`config.mk`:
```
export PLATFORM = sky130hd
export DESIGN_NAME = alu_rr_arbiter
export DESIGN_NICKNAME = d
export VERILOG_FILES = /design/src/rtl/alu_pkg.sv /design/src/rtl/alu_core.sv /design/src/rtl/alu_rr_arbiter.sv
export SDC_FILE = /design/constraint.sdc
export NUM_CORES = 1
export LEC_CHECK = 0
export ABC_AREA = 1
export CORE_MARGIN = 1.5
export CORE_UTILIZATION = 40
export DETAILED_ROUTE_END_ITERATION = 6
export HOLD_SLACK_MARGIN = 0.03
export PLACE_DENSITY_LB_ADDON = 0.08
export SYNTH_ARGS = -nofsm -noshare
export SYNTH_HDL_FRONTEND = slang
export SYNTH_SLANG_ARGS = --single-unit
```
`constraint.sdc`:
```
create_clock -name clk -period 3.3 [get_ports clk]
set_input_delay 0.66 -clock clk [delete_from_list [all_inputs] [get_ports clk]]
set_output_delay 0.66 -clock clk [all_outputs]
set_load 0.03 [all_outputs]
```
`src/rtl/alu_pkg.sv`:
```
`default_nettype none
// ============================================================================
// alu_pkg : opcode encodings and default width for the shared ALU
// Revision: 1.0
// ============================================================================
package alu_pkg;

    localparam int ALU_W = 8;

    localparam logic [2:0] OP_ADD  = 3'b000;
    localparam logic [2:0] OP_SUB  = 3'b001;
    localparam logic [2:0] OP_AND  = 3'b010;
    localparam logic [2:0] OP_XOR  = 3'b011;
    localparam logic [2:0] OP_OR   = 3'b100;
    localparam logic [2:0] OP_NAND = 3'b101;
    localparam logic [2:0] OP_NOR  = 3'b110;
    localparam logic [2:0] OP_XNOR = 3'b111;

endpackage
`default_nettype wire

```
`src/rtl/alu_core.sv`:
```
`default_nettype none
// ============================================================================
// alu_core : combinational WIDTH-bit ALU, carry = ADD carry-out / SUB borrow
// Revision: 1.0
// ============================================================================
module alu_core
    import alu_pkg::*;
#(
    parameter int WIDTH = ALU_W
) (
    input  logic [2:0]       op,
    input  logic [WIDTH-1:0] a,
    input  logic [WIDTH-1:0] b,
    output logic [WIDTH-1:0] y,
    output logic             carry,
    output logic             zero
);

    logic [WIDTH:0] w_sum;
    logic [WIDTH:0] w_diff;

    // The extra top bit of the zero-extended difference is the unsigned borrow.
    assign w_sum  = {1'b0, a} + {1'b0, b};
    assign w_diff = {1'b0, a} - {1'b0, b};

    always_comb begin
        y     = '0;
        carry = 1'b0;
        case (op)
            OP_ADD:  begin y = w_sum[WIDTH-1:0];  carry = w_sum[WIDTH];  end
            OP_SUB:  begin y = w_diff[WIDTH-1:0]; carry = w_diff[WIDTH]; end
            OP_AND:  y = a & b;
            OP_XOR:  y = a ^ b;
            OP_OR:   y = a | b;
            OP_NAND: y = ~(a & b);
            OP_NOR:  y = ~(a | b);
            OP_XNOR: y = ~(a ^ b);
            default: y = '0;
        endcase
    end

    assign zero = (y == '0);

endmodule
`default_nettype wire

```
`src/rtl/alu_rr_arbiter.sv`:
```
`default_nettype none
// ============================================================================
// alu_rr_arbiter : two-requester round-robin front end to a shared ALU with a
//                  single registered response slot (valid/ready both sides)
// Revision: 1.0
// ============================================================================
module alu_rr_arbiter
    import alu_pkg::*;
#(
    parameter int WIDTH = ALU_W
) (
    input  logic             clk,
    input  logic             rst,
    input  logic             req0_valid,
    output logic             req0_ready,
    input  logic [2:0]       req0_op,
    input  logic [WIDTH-1:0] req0_a,
    input  logic [WIDTH-1:0] req0_b,
    input  logic             req1_valid,
    output logic             req1_ready,
    input  logic [2:0]       req1_op,
    input  logic [WIDTH-1:0] req1_a,
    input  logic [WIDTH-1:0] req1_b,
    output logic             rsp_valid,
    input  logic             rsp_ready,
    output logic             rsp_id,
    output logic [WIDTH-1:0] rsp_y,
    output logic             rsp_carry,
    output logic             rsp_zero
);

    localparam logic [0:0] S_EMPTY = 1'b0;
    localparam logic [0:0] S_FULL  = 1'b1;

    logic [0:0]       r_state;
    logic [0:0]       w_state_nxt;
    logic             r_last_gnt;
    logic             r_id;
    logic [WIDTH-1:0] r_y;
    logic             r_carry;
    logic             r_zero;

    logic             w_can_accept;
    logic             w_grant;
    logic             w_accept;
    logic [2:0]       w_op;
    logic [WIDTH-1:0] w_a;
    logic [WIDTH-1:0] w_b;
    logic [WIDTH-1:0] w_y;
    logic             w_carry;
    logic             w_zero;

    assign w_can_accept = (r_state == S_EMPTY) | rsp_ready;

    // On contention the requester that did not win last time goes first.
    assign w_grant  = (req0_valid & req1_valid) ? ~r_last_gnt : req1_valid;
    assign w_accept = w_can_accept & (req0_valid | req1_valid) & ~rst;

    assign w_op = w_grant ? req1_op : req0_op;
    assign w_a  = w_grant ? req1_a  : req0_a;
    assign w_b  = w_grant ? req1_b  : req0_b;

    alu_core #(
        .WIDTH (WIDTH)
    ) u_alu_core (
        .op    (w_op),
        .a     (w_a),
        .b     (w_b),
        .y     (w_y),
        .carry (w_carry),
        .zero  (w_zero)
    );

    always_ff @(posedge clk or posedge rst) begin
        if (rst) begin
            r_state <= S_EMPTY;
        end else begin
            r_state <= w_state_nxt;
        end
    end

    always_comb begin
        w_state_nxt = r_state;
        case (r_state)
            S_EMPTY: if (w_accept) w_state_nxt = S_FULL;
            S_FULL:  if (rsp_ready && !w_accept) w_state_nxt = S_EMPTY;
            default: w_state_nxt = S_EMPTY;
        endcase
    end

    always_comb begin
        rsp_valid  = (r_state == S_FULL);
        req0_ready = w_accept & ~w_grant;
        req1_ready = w_accept & w_grant;
        rsp_id     = r_id;
        rsp_y      = r_y;
        rsp_carry  = r_carry;
        rsp_zero   = r_zero;
    end

    // Response payload and grant history only move on a real accept.
    always_ff @(posedge clk or posedge rst) begin
        if (rst) begin
            r_last_gnt <= 1'b1;
            r_id       <= 1'b0;
            r_y        <= '0;
            r_carry    <= 1'b0;
            r_zero     <= 1'b0;
        end else if (w_accept) begin
            r_last_gnt <= w_grant;
            r_id       <= w_grant;
            r_y        <= w_y;
            r_carry    <= w_carry;
            r_zero     <= w_zero;
        end
    end

endmodule
`default_nettype wire

```
**After elaboration in Yosys (flattened, before gate mapping)**

Index checks and enable logic that the tools add are counted.

- Input bits: 43
- Output and inout bits: 14
- Register bits after elaboration: 13
- Word-level logic and storage cells: 45

- Bitwise gates (word level): 17
- Reductions and logical operators: 4
- Eq/ne operators: 7
- Multiplexer cells: 9
- Add/subtract/negate cells: 2

Operators by type and width:

| kind | count |
|---|---|
| 8-bit one-hot mux with 8 select lines | 1 |
| 8-bit NOT | 3 |
| 8-bit 2-to-1 mux | 2 |
| 3-bit equality test, second input constant | 4 |
| 8-bit by 8-bit adder with 9-bit output | 1 |
| 8-bit by 8-bit subtractor with 9-bit output | 1 |
| 8-bit AND | 1 |
| 8-bit zero test | 1 |
| 8-bit bitwise OR | 1 |
| 8-bit XOR | 1 |
| 3-bit by 2-bit equality test with 1-bit output, second input constant | 2 |
| 1-bit AND | 5 |
| 1-bit NOT | 4 |
| 1-bit one-hot mux with 2 select lines | 2 |
| 3-bit by 1-bit equality test with 1-bit output, second input constant | 1 |
| 3-bit zero test | 1 |
| 1-bit 2-to-1 mux | 3 |
| 3-bit 2-to-1 mux | 1 |
| 1-bit bitwise OR | 2 |
| 1-bit logical AND | 1 |
| 1-bit zero test | 1 |

**Longest topological paths before layout**

- Word-level depth: 8
- Mapped depth: 23
- Depth with buffers taken out: 20

**By module**

From an unflattened synthesis, not the netlist that was laid out.

- Cells, all modules: 394
- Area total of the unflattened synthesis: 2285.9 um2

Modules (own cells, without submodules):

| module | sequential area each (um2) | cells an instance | instances | area an instance (um2) |
|---|---|---|---|---|
| alu_core | 0.0 | 270 | 1 | 1490.2 |
| alu_rr_arbiter | 326.6 | 124 | 1 | 795.8 |

**Worst setup path after synthesis**

OpenSTA, ideal clock, no wires.

- Path type: input to register
- Start point: input req0_valid
- End point: register r_y[6] (netlist: rsp_y[6])
- Buffers on the path: 3
- Setup time: 0.141 ns
- Stages on the path: 19
- Path slack: 0.083 ns
- Required time: 3.159 ns
- Arrival time: 3.076 ns
- Path through: nand2_2 nand2_2 buf_6 buf_4 clkbuf_1 nand2_1 o21ai_0 ha_1 inv_1 fa_1 o21ai_0 nand2_1 nand2_1 nand2_1 nand2_1 nand2_1 nor3b_1 nor2_1 o21ai_1

- Cells in the longest elaborated chain, start to end: 6
- Elaborated cells on any way between the ends: 25
- Those cells by class: add/sub (2); eq/ne (7); mux (5); bitwise (10); reduce/logical (1)

RTL lines:

| item | RTL line | text |
|---|---|---|
| from (decl) | alu_rr_arbiter.sv:14 | `input logic req0_valid,` |
| branches (longest 6 deep; another with 8-bit by 8-bit subtractor with 9-bit output) | - |  |
| to (signal assigned) | alu_rr_arbiter.sv:112 | `r_y <= w_y;` |
| to (decl) | alu_rr_arbiter.sv:39 | `logic [WIDTH-1:0] r_y;` |

Parallel ways; which one is timed is not known.
A chain may end at the register's enable or synchronous reset.

**Final worst setup path**

- Start point: input req0_b[0]
- End point: register r_zero (netlist: rsp_zero)

- Cells in the longest elaborated chain, start to end: 5
- Elaborated cells on any way between the ends: 11
- Those cells by class: add/sub (2); mux (2); bitwise (6); reduce/logical (1)

RTL lines:

| item | RTL line | text |
|---|---|---|
| from (decl) | alu_rr_arbiter.sv:18 | `input logic [WIDTH-1:0] req0_b,` |
| 8-bit 2-to-1 mux * | alu_rr_arbiter.sv:61 | `assign w_b = w_grant ? req1_b : req0_b;` |
| branches (longest 2 deep; another with 8-bit by 8-bit subtractor with 9-bit output) | - |  |
| 8-bit one-hot mux with 8 select lines * | alu_core.sv:29 | `case (op)` |
| 8-bit zero test * | alu_core.sv:42 | `assign zero = (y == '0);` |
| to (signal assigned) | alu_rr_arbiter.sv:114 | `r_zero <= w_zero;` |
| to (decl) | alu_rr_arbiter.sv:41 | `logic r_zero;` |

Mark *: on every way between the ends.

==> summary.txt <==
Outcome
  – Outcome: finished, final reports clean

Timing
  – Slew @ Worst Pin: 0.621 ns
  – Setup Viol. Count Final: 0
  – Post-route setup slack: 0.408 ns
  – Worst clock skew: 0.000635 ns
  – Crit path time final: 2.89 ns
  – RSZ-0062 raised after global routing: false
  – Final Slew Violations: 0
  – Max frequency: 346 MHz
  – Hold violation count in the final report: 0
  – Slew margin rel.: 0.586
  – Final period util: 0.876
  – TNS Setup: 0 ns

Detailed routing
  – Starting DRT DRC Count: 223
  – Vias per std cell: 5.02
  – Wire per inst: 12.5 um
  – Routed WL: 6.92 mm
  – Detail Route Antenna Nets: 0
  – Via Count: 2788
  – Drt drc: 0
  – Pre-Repair DR Iteration Count: 5

Critical path
  – Cells along the critical path: clkdlybuf4s50_1, or2_2, o21ai_2, inv_1, ha_2, fa_2, nand3b_1, nand2_1, nand2_1, nand2_1, nand2_1, nand2_1, nand2_1, nand3_1, nand3_1, nor2_2, nand3_1, nand2_1
  – Crit path buffers/inverters: 2
  – Slowest cell on crit path: clkdlybuf4s50_1
  – Startpoint Class: primary input
  – Critical Path End Type: register
  – Most frequent cell on the critical path: nand2_1
  – Kind of critical path: in -> reg
  – Crit-path leading delay family: simple AND/OR/NAND/NOR gates
  – Worst Path Arrival: 3.08 ns
  – CP required: 3.48 ns
  – Worst-path maximum fanout: 3
  – Critical path's largest stage delay: 0.40 ns

GRT
  – Initial antenna violation count: 0
  – Vias in the first global route: 2597
  – Total congestion overflow: 0
  – GRT Overall Usage: 0.236
  – First-pass GRT wire length: 11.6 mm
  – Largest net degree at the start of global routing: 23
  – Gr busiest metal: met2
  – GRT met1 Usage: 0.318
  – M2 GR Usage: 0.403
  – Met3 usage: 0.0337

Synthesis
  – Synth Area in Compound Gates: 0.110
  – XOR/XNOR share of the synthesized area: 0.0155
  – Post-synthesis mux area share: 0.00442
  – Mapped Cells: 399
  – Adder-cell share of the synthesized area: 0.139
  – YS warnings: 0
  – Distinct cells, synth: 33
  – Main combinational cell family by area after synthesis: simple AND/OR/NAND/NOR gates
  – Sequential area share after synthesis: 0.144
  – Mapped Nets: 466
  – Post-Syn Area: 0.00227 sq mm
  – Synth area leaders: nand2_1 (21%), dfrtp_1 (13%), ha_1 (12%), inv_1 (11%), nand3_1 (7.1%)
  – Yosys top cell by area: nand2_1
  – Synth Area in Simple Gates: 0.446
  – Synthesized area per cell: 5.68 sq um
  – Post-synth top area share: 0.209
  – Yosys reg bits: 13

Power and ir drop
  – P_leak: 1.76 nW
  – Pwr/cell area: 383 mW/mm^2
  – VDD IR-drop max: 0.264 mV

Finish
  – Most frequent cells in the layout: nand2_1 (126), inv_1 (66), clkdlybuf4s50_1 (52), nor2_1 (39), buf_4 (35)
  – Sequential cell area: 327 sq um
  – Antenna diodes: 0
  – Most common cell after layout, fill and taps aside: nand2_1
  – Final net count: 551
  – Number of fill cells: 571
  – Final Core Density: 0.584
  – Layout cell share with drive strength beyond 1: 0.137
  – Area grow syn2layout: 41.1%
  – Multi-input combinational cell area: 0.00165 sq mm

Floorplan
  – Core ar.: 0.00547 sq mm
  – Die H: 78.3 um
  – FP Rows: 27
  – DIE AREA: 0.00613 sq mm
  – I/O Pins: 57
  – Die width: 78.3 um
  – Initial Utilization: 0.414

CTS
  – Max clock buf depth: 2
  – CTS clk-pin slew, worst paths: 0.05 ns
  – CTS tree: done
  – CTS hold repair buffers: 0
  – Skew-Pair Late Insertion Delay: 0.24 ns
  – Clock sinks: 13
  – CTS buffer count: 3
  – H-tree levels: 1
  – Post-CTS Setup Repair Bufs: 0
  – CTS root buf: clkbuf_8

Placed design
  – Routability cong.: 0.935
  – Number of port buffers: 56
  – Dpl ws: -0.262 ns
  – DPL Wire Length: 5.53 mm

Worst hold path
  – Hold crit path type: reg -> reg

Flow run
  – Max-cap violations: 0
==> sequential cells by signal, indices dropped and copies added (netlist names) <==
register	flops
r_last_gnt	1
rsp_carry	1
rsp_id	1
rsp_valid	1
rsp_y	8
rsp_zero	1
==> layout make-up <==
type	instances	share of cell area
Clock buffer	4	0.0141
Inverter	66	0.0775
Multi-Input combinational cell	309	0.517
Sequential cell	13	0.102
Tap cell	72	0.0282
Timing Repair Buffer	91	0.261
==> layer usage <==
layer / wire length [um] / vias to the layer above
met5: 0 / -
met4: 93 / 0
met3: 452 / 12
met2: 3250 / 108
met1: 3120 / 1249
li1: - / 1419
==> timing repair <==
action,4_1_cts,5_1_grt
gates resized for setup,2,22
hold endpoints to repair,0,0
endpoints found under the setup margin,1,7
pin swaps,0,4
==> through the flow <==
stage	hold slack (ns)	power, mW	std cells	area, sq um
CTS	0.474	1.21	555	3150
global route	0.515	1.34	555	3200
floorplan	0.455	0.729	399	2270
finish	0.471	1.22	555	3200
detailed placement	0.464	1.06	551	3100
global placement	0.464	1.06	551	3100
==> worst min-delay path, stage by stage, from the launching register on <==
cell	delay, ns
dfstp_2	0.37
nand2_1	0.05
nand2_1	0.05
==> cells in the mapped netlist <==
master	n
xor2_1	2
inv_1	66
o21ai_2	2
o21ai_0	25
clkbuf_1	3
nand2_2	8
dfstp_2	1
o211ai_1	1
nor3b_1	1
or2_2	2
a2bb2oi_1	1
nand2_1	126
nand3b_1	1
xnor2_1	2
dfrtp_1	12
nor3_1	1
nor2_2	2
o22ai_1	2
a21oi_1	11
mux2i_1	1
a22oi_1	1
buf_4	1
nand4_1	16
nand3_1	32
nand2_4	1
buf_6	3
nor2_1	42
buf_2	4
o21ai_1	3
ha_1	22
or2_0	1
fa_1	2
and3_1	1
==> final timing paths <==
check / slack, ns / depth (start not counted) / end / startpoint
max in group asynchronous: 2.32 / 3 / r_last_gnt / rst
worst min-delay path: 0.47 / 2 / r_last_gnt / r_last_gnt
worst max register to register: 0.51 / 20 / rsp_zero / r_last_gnt
worst min register to register: 0.47 / 2 / r_last_gnt / r_last_gnt
worst max-delay path: 0.41 / 18 / rsp_zero / req0_b[0]
min in group asynchronous: 0.75 / 3 / rsp_id / rst
==> logic make-up (layout without fill, tap and decap cells) <==
family,count (synthesis),in the layout
multiplexers,1,1
AO/OA/AOI/OAI,46,46
buffers and inverters,77,161
AND/OR/NAND/NOR,234,234
XOR/XNOR,4,4
flip-flops,13,13
adder cells (fa/ha/maj),24,24
==> report_power, final <==
part	total, mW	switching [mW]	internal, mW
clock	0.140	0.0551	0.0852
combinational	0.862	0.495	0.367
sequential	0.221	0.0205	0.201
Note: power is estimated with default switching activity, not from simulation.
